### config.mk
export PLATFORM = sky130hd
export DESIGN_NAME = matvec_engine
export DESIGN_NICKNAME = d
export VERILOG_FILES = /design/src/rtl/matvec_engine.sv
export SDC_FILE = /design/constraint.sdc
export NUM_CORES = 2
export LEC_CHECK = 0
export CAP_MARGIN = 20
export CORE_ASPECT_RATIO = 1.2
export CORE_MARGIN = 2
export CORE_UTILIZATION = 64
export CTS_BUF_LIST = sky130_fd_sc_hd__clkbuf_8
export DETAILED_ROUTE_END_ITERATION = 8
export PLACE_DENSITY_LB_ADDON = 0.25
export SKIP_CTS_REPAIR_TIMING = 1
export SLEW_MARGIN = 15
export SYNTH_ARGS = -nofsm -noshare
export SYNTH_HDL_FRONTEND = slang
export SYNTH_SLANG_ARGS = --single-unit
### constraint.sdc
create_clock -name clk -period 14.8 [get_ports clk]
set_input_delay 2.96 -clock clk [delete_from_list [all_inputs] [get_ports clk]]
set_output_delay 2.96 -clock clk [all_outputs]
set_load 0.05 [all_outputs]
### src/rtl/matvec_engine.sv
// Matrix-vector multiply C = A x B: per-row show-ahead FIFOs, a B FIFO and a skewed MAC chain.
// Optional MATVEC_SIGNED_EN selects two's-complement operands (default: unsigned).
module matvec_engine #(
    parameter int DATA_WIDTH = 8,
    parameter int ROWS       = 8,
    parameter int COLS       = 8,
    parameter int ACC_WIDTH  = 24
) (
    input  logic                          clk,
    input  logic                          rst,
    input  logic                          wr_valid,
    input  logic [$clog2(ROWS+1)-1:0]     wr_sel,
    input  logic [DATA_WIDTH-1:0]         wr_data,
    output logic                          wr_ready,
    input  logic                          start,
    output logic                          ready,
    output logic                          busy,
    output logic                          done,
    output logic [ROWS*ACC_WIDTH-1:0]     c_out,
    output logic                          c_valid
);
    localparam int SW  = $clog2(ROWS + 1);
    localparam int PW  = (COLS > 1) ? $clog2(COLS) : 1;
    localparam int CW  = $clog2(COLS + 1);
    localparam int RCW = $clog2(COLS + ROWS - 1);
    localparam logic [SW-1:0]  SEL_B    = SW'(ROWS);
    localparam logic [CW-1:0]  FULL     = CW'(COLS);
    localparam logic [PW-1:0]  PTR_LAST = PW'(COLS - 1);
    localparam logic [RCW-1:0] RUN_LAST = RCW'(COLS + ROWS - 2);
    localparam logic [RCW-1:0] RUN_COLS = RCW'(COLS);

    typedef enum logic [1:0] {IDLE = 2'd0, RUN = 2'd1, DONE = 2'd2} state_t;

    state_t                  state;
    logic [RCW-1:0]          run_cnt;
    logic [DATA_WIDTH-1:0]   mem    [0:ROWS][0:COLS-1];
    logic [PW-1:0]           wr_ptr [0:ROWS];
    logic [PW-1:0]           rd_ptr [0:ROWS];
    logic [CW-1:0]           count  [0:ROWS];
    logic [CW-1:0]           sel_count;
    logic                    push;
    logic                    start_ok;
    logic                    en0;
    logic                    en_pipe [1:ROWS-1];
    logic [DATA_WIDTH-1:0]   b_head;
    logic [DATA_WIDTH-1:0]   b_pipe  [1:ROWS-1];
    logic [ROWS:0]           pop;

    function automatic logic [PW-1:0] next_ptr(input logic [PW-1:0] p);
        return (p == PTR_LAST) ? '0 : p + PW'(1);
    endfunction

    // Product widened to the accumulator; sign- or zero-extended depending on the build.
    function automatic logic [ACC_WIDTH-1:0] mac_term(input logic [DATA_WIDTH-1:0] a,
                                                      input logic [DATA_WIDTH-1:0] b);
`ifdef MATVEC_SIGNED_EN
        logic signed [2*DATA_WIDTH-1:0] p;
        p = $signed(a) * $signed(b);
        return ACC_WIDTH'(p);
`else
        logic [2*DATA_WIDTH-1:0] p;
        p = a * b;
        return ACC_WIDTH'(p);
`endif
    endfunction

    // Write-side handshake and global ready.
    always_comb begin
        sel_count = '0;
        if (wr_sel <= SEL_B) sel_count = count[wr_sel];
        else                 sel_count = '0;
        wr_ready = !rst && (state == IDLE) && (wr_sel <= SEL_B) && (sel_count < FULL);
        push     = wr_valid && wr_ready;
        ready    = (state == IDLE);
        for (int f = 0; f <= ROWS; f++) begin
            if (count[f] != FULL) ready = 1'b0;
            else                  ready = ready;
        end
        start_ok = start && ready;
        en0      = (state == RUN) && (run_cnt < RUN_COLS);
        b_head   = mem[ROWS][rd_ptr[ROWS]];
    end

    // FIFO storage; contents need no reset because counts gate every read.
    always_ff @(posedge clk) begin
        if (push) mem[wr_sel][wr_ptr[wr_sel]] <= wr_data;
    end

    // FIFO pointers and occupancy; pushes happen only in IDLE, pops only in RUN.
    always_ff @(posedge clk or posedge rst) begin
        if (rst) begin
            for (int f = 0; f <= ROWS; f++) begin
                wr_ptr[f] <= '0;
                rd_ptr[f] <= '0;
                count[f]  <= '0;
            end
        end else begin
            for (int f = 0; f <= ROWS; f++) begin
                if (push && (wr_sel == SW'(f))) begin
                    wr_ptr[f] <= next_ptr(wr_ptr[f]);
                    count[f]  <= count[f] + CW'(1);
                end else if (pop[f]) begin
                    rd_ptr[f] <= next_ptr(rd_ptr[f]);
                    count[f]  <= count[f] - CW'(1);
                end
            end
        end
    end

    // Control FSM with registered status outputs.
    always_ff @(posedge clk or posedge rst) begin
        if (rst) begin
            state   <= IDLE;
            run_cnt <= '0;
            busy    <= 1'b0;
            done    <= 1'b0;
            c_valid <= 1'b0;
        end else begin
            case (state)
                IDLE: begin
                    done <= 1'b0;
                    if (start_ok) begin
                        state   <= RUN;
                        run_cnt <= '0;
                        busy    <= 1'b1;
                        c_valid <= 1'b0;
                    end
                end
                RUN: begin
                    if (run_cnt == RUN_LAST) begin
                        state   <= DONE;
                        busy    <= 1'b0;
                        done    <= 1'b1;
                        c_valid <= 1'b1;
                    end else begin
                        run_cnt <= run_cnt + RCW'(1);
                    end
                end
                DONE: begin
                    state <= IDLE;
                    done  <= 1'b0;
                end
                default: begin
                    state   <= IDLE;
                    busy    <= 1'b0;
                    done    <= 1'b0;
                    c_valid <= 1'b0;
                end
            endcase
        end
    end

    // Skew pipes: row r sees the enable and B element of row r-1 one cycle later.
    always_ff @(posedge clk or posedge rst) begin
        if (rst) begin
            for (int r = 1; r < ROWS; r++) begin
                en_pipe[r] <= 1'b0;
                b_pipe[r]  <= '0;
            end
        end else begin
            for (int r = ROWS - 1; r > 1; r--) begin
                en_pipe[r] <= en_pipe[r-1];
                b_pipe[r]  <= b_pipe[r-1];
            end
            en_pipe[1] <= en0;
            b_pipe[1]  <= b_head;
        end
    end

    assign pop[ROWS] = en0;

    for (genvar r = 0; r < ROWS; r++) begin : g_row
        logic                  row_en;
        logic [DATA_WIDTH-1:0] row_b;
        logic [ACC_WIDTH-1:0]  acc;

        if (r == 0) begin : g_first
            assign row_en = en0;
            assign row_b  = b_head;
        end else begin : g_rest
            assign row_en = en_pipe[r];
            assign row_b  = b_pipe[r];
        end

        assign pop[r] = row_en;
        assign c_out[r*ACC_WIDTH +: ACC_WIDTH] = acc;

        // MAC cell: cleared on an accepted start, wraps modulo 2^ACC_WIDTH.
        always_ff @(posedge clk or posedge rst) begin
            if (rst)           acc <= '0;
            else if (start_ok) acc <= '0;
            else if (row_en)   acc <= acc + mac_term(mem[r][rd_ptr[r]], row_b);
        end
    end
endmodule

==> flow_summary.toml <==
[worst_hold_path]
hold_path_class = "register to register"

[sta]
slew_viol_final = 0
tightest_slew_ns = 1.19
setup_viol = 0
fin_crit_ns = 9.28
fmax_ghz = 0.108
fin_skew_ns = 0.0328
fin_crit_sh_pct = 62.7
fin_ws_ns = 5.52
final-hold-violation-count = 0
slew_headroom_pct = 20.4
tns_ns = 0
rsz0062_at_grt = "false"

[power]
peakVddDrop_uv = 65.9
power.density_mw_per_mm2 = 83.3
p_clk_share_pct = 42.0
p_leak_uw = 0.0280
seqPwrFrac_pct = 52.2
power_frac_comb_pct = 5.8
p_int_uw = 4150
swShare_pct = 23.8
switchingPower_uw = 1290

[global_route]
grt_max_degree = 155
grt_use_total_pct = 28.4
grt_overflow_total = 0
antenna_found_initial = 6
grt_pass1_wl_um = 209000
grt_pass1_vias = 39300

[floorplan]
num_rows = 121
die_h_um = 336
initial_core_util_pct = 64.7
coreArea_mm2 = 0.0908
dieWidth_um = 281
io_pins = 213
design.die.area_mm2 = 0.0943

[clock_tree]
cts_max_path_buffers = 3
cts_tree = "done"
clock-root-buffer = "clkbuf_8"
insertion_delay_ns = 0.83
cts_buffers = 150
cts_max_level = 4
cts.sinks = 930
path_clk_slew_ns = 0.06

[final_layout]
post_route_cells_drive_above_1_share_pct = 9.61
final_common_cell = "inv_1"
nets = 5947
stdcell_area_mm2 = 0.0653
nFillCells = 6200
area_delta_synth_final_pct = 11.1
mostFrequentLayoutCells = "850 x inv_1, 576 x edfxtp_1, 409 x fa_1"

[logic_synthesis]
netlist_area_mm2 = 0.0588
synth-seq-cells = 930
synth_cells = 4859
synth_edf_count = 576
syn_nets = 5668
synthArstFlopShare_pct = 38.1
avgSynthCellArea_um2 = 12.1
synth_cell_type_count = 72
dominantRegCellSynth = "edfxtp_1"
yosys_warnings = 0
seq_area_frac_synth_pct = 44.5

[drt]
vias = 37400
wl_per_cell_um = 20.0
vias_per_cell = 5.81
wl_um = 129000
dr.pass1.iters = 7
drt-initial-drc-count = 2498
drcViolationCount = 0
final_antenna_net_count = 0

[worst_setup_path]
setup.worst_path.end = "wr_ready"
r2r_slack_ns = 8.03
worst_r2r_path_depth = 18
critical_path_class = "input port to primary output"
cp_num_buf_inv = 2
reg2reg_to = "g_row[0].acc[23]"
cp_data_required_time_ns = 11.84
max_stage_delay_ns = 1.09
critPathLaunch = "wr_sel[0]"
path_depth = 6
timing.critical_path.cells = "clkdlybuf4s50_1 > mux4_2 > mux2i_4 > nor2_1 > nor2_1 > clkdlybuf4s50_1"
arrival_ns = 6.32
startpoint_type = "input port"
path_max_fanout = 20
reg2reg_from = "rd_ptr[0]"
cp_top_family = "buffers and inverters"
cpMaxStageDelayCell = "clkdlybuf4s50_1"
critPathCaptureType = "primary output"

[place]
dp_hpwl_um = 91400
post-place-ws_ns = 5.60
io_buffers = 212
gp_congestion = 0.890
place_area_mm2 = 0.0621

[status]
status = "complete, no violations"

[flow_run]
cap_violations = 0
power groups by stage:
stage                     combinational, uW  sequential, uW  clock [uW]
final                                   316            2840        2290
after global routing                    361            2840        2430
after CTS                               317            2840        2320
after detailed placement                314            2890           0
after global placement                  301            2890           0
after floorplan                         225            2870           0
layer usage:
metal | vias up | share of wire (%) | track usage (%)
li1 | 17100 | - | -
met1 | 18900 | 40 | 36.1
met2 | 1211 | 51 | 49.1
met3 | 257 | 6.1 | 4.74
met4 | 6 | 3.2 | 10.7
met5 | - | 0.032 | 0
worst min path at each step:
stage,start,slack (ns),to,cells past startpoint
floorplan,g_row[1].row_en,0.35,g_row[2].row_en,0
global placement,g_row[6].row_en,0.43,g_row[7].row_en,0
detailed placement,g_row[6].row_en,0.42,g_row[7].row_en,0
CTS,g_row[6].row_en,0.46,g_row[7].row_en,0
global route,g_row[6].row_en,0.48,g_row[7].row_en,0
finish,g_row[6].row_en,0.46,g_row[7].row_en,0
Yosys cell counts, types with 13 or more instances:
| cell | n | area share (%) |
|---|---|---|
| inv_1 | 813 | 5.2 |
| edfxtp_1 | 576 | 29 |
| fa_1 | 409 | 14 |
| ha_1 | 384 | 8.2 |
| dfrtp_1 | 354 | 15 |
| nor2_1 | 298 | 1.9 |
| nand2_1 | 243 | 1.6 |
| nor2b_1 | 213 | 2.3 |
| nand2b_1 | 154 | 1.6 |
| mux4_2 | 152 | 5.8 |
| mux2i_1 | 139 | 2.4 |
| o21ai_0 | 126 | 1.1 |
| a21oi_1 | 115 | 0.98 |
| and2_1 | 77 | 0.82 |
| clkbuf_1 | 77 | 0.49 |
| a21o_1 | 76 | 0.97 |
| xnor2_1 | 62 | 0.92 |
| mux2_2 | 57 | 1.1 |
| xor2_1 | 51 | 0.76 |
| nand3_1 | 50 | 0.43 |
| a211oi_1 | 47 | 0.60 |
| nor3_1 | 47 | 0.40 |
| buf_1 | 27 | 0.17 |
| nand4_1 | 27 | 0.29 |
| a31oi_1 | 25 | 0.27 |
| o21a_1 | 22 | 0.28 |
| and3_1 | 21 | 0.22 |
| o21bai_1 | 17 | 0.22 |
| or3_1 | 17 | 0.18 |
| o211ai_1 | 16 | 0.20 |
| buf_2 | 15 | 0.13 |
| nand3b_1 | 15 | 0.19 |
| or2_2 | 15 | 0.16 |
| nor4_1 | 13 | 0.14 |
through the flow:
stage	power [uW]	instances	hold WS, ns	util (%)
final	5440	6433	0.460	71.9
after global routing	5630	6432	0.479	71.9
after CTS	5470	6423	0.460	71.7
after detailed placement	3200	6146	0.423	68.3
after global placement	3190	6146	0.427	68.3
after floorplan	3100	4859	0.352	-
worst reg2reg max path: stages (launching register included):
cell     delay [ns]
dfrtp_1        1.02
mux4_2         0.66
mux2i_1        0.83
nor2_1         0.17
fa_1           0.54
inv_1          0.06
fa_1           0.55
inv_1          0.06
fa_1           0.51
inv_1          0.06
fa_1           0.47
inv_1          0.04
ha_1           0.31
inv_1          0.06
a21oi_1        0.22
o41a_1         0.29
a31oi_1        0.26
or3_1          0.42
a21oi_1        0.15
cell families after synthesis:
group | share of synthesized area (%)
buffers and inverters | 6.02
adders and majority gates | 22.1
muxes | 9.37
DFF | 44.5
AOI/OAI and AO/OA | 5.45
xor gates and xnor gates | 1.68
and+or+nand+nor | 10.9
registers in the layout, indices dropped and copies added (netlist names):
register,cells
g_row.row_b,56
g_row.row_en,7
mem,576
wr_ptr,27
rd_ptr,27
state,2
run_cnt,4
count,36
c_valid,1
busy,1
done,1
g_row.acc,192
cell type report:
| cell class | instances | area (um^2) | area share [%] |
|---|---|---|---|
| antenna | 2 | 5.00 | 0.00766 |
| clock buffer | 161 | 2220 | 3.39 |
| clock inverter | 116 | 853 | 1.31 |
| inverter | 815 | 3070 | 4.70 |
| multi-input combinational | 2994 | 29100 | 44.6 |
| sequential | 930 | 26200 | 40.0 |
| tap | 1168 | 1460 | 2.24 |
| timing repair buffer | 247 | 2460 | 3.76 |
(Power assumes the default switching activity.)
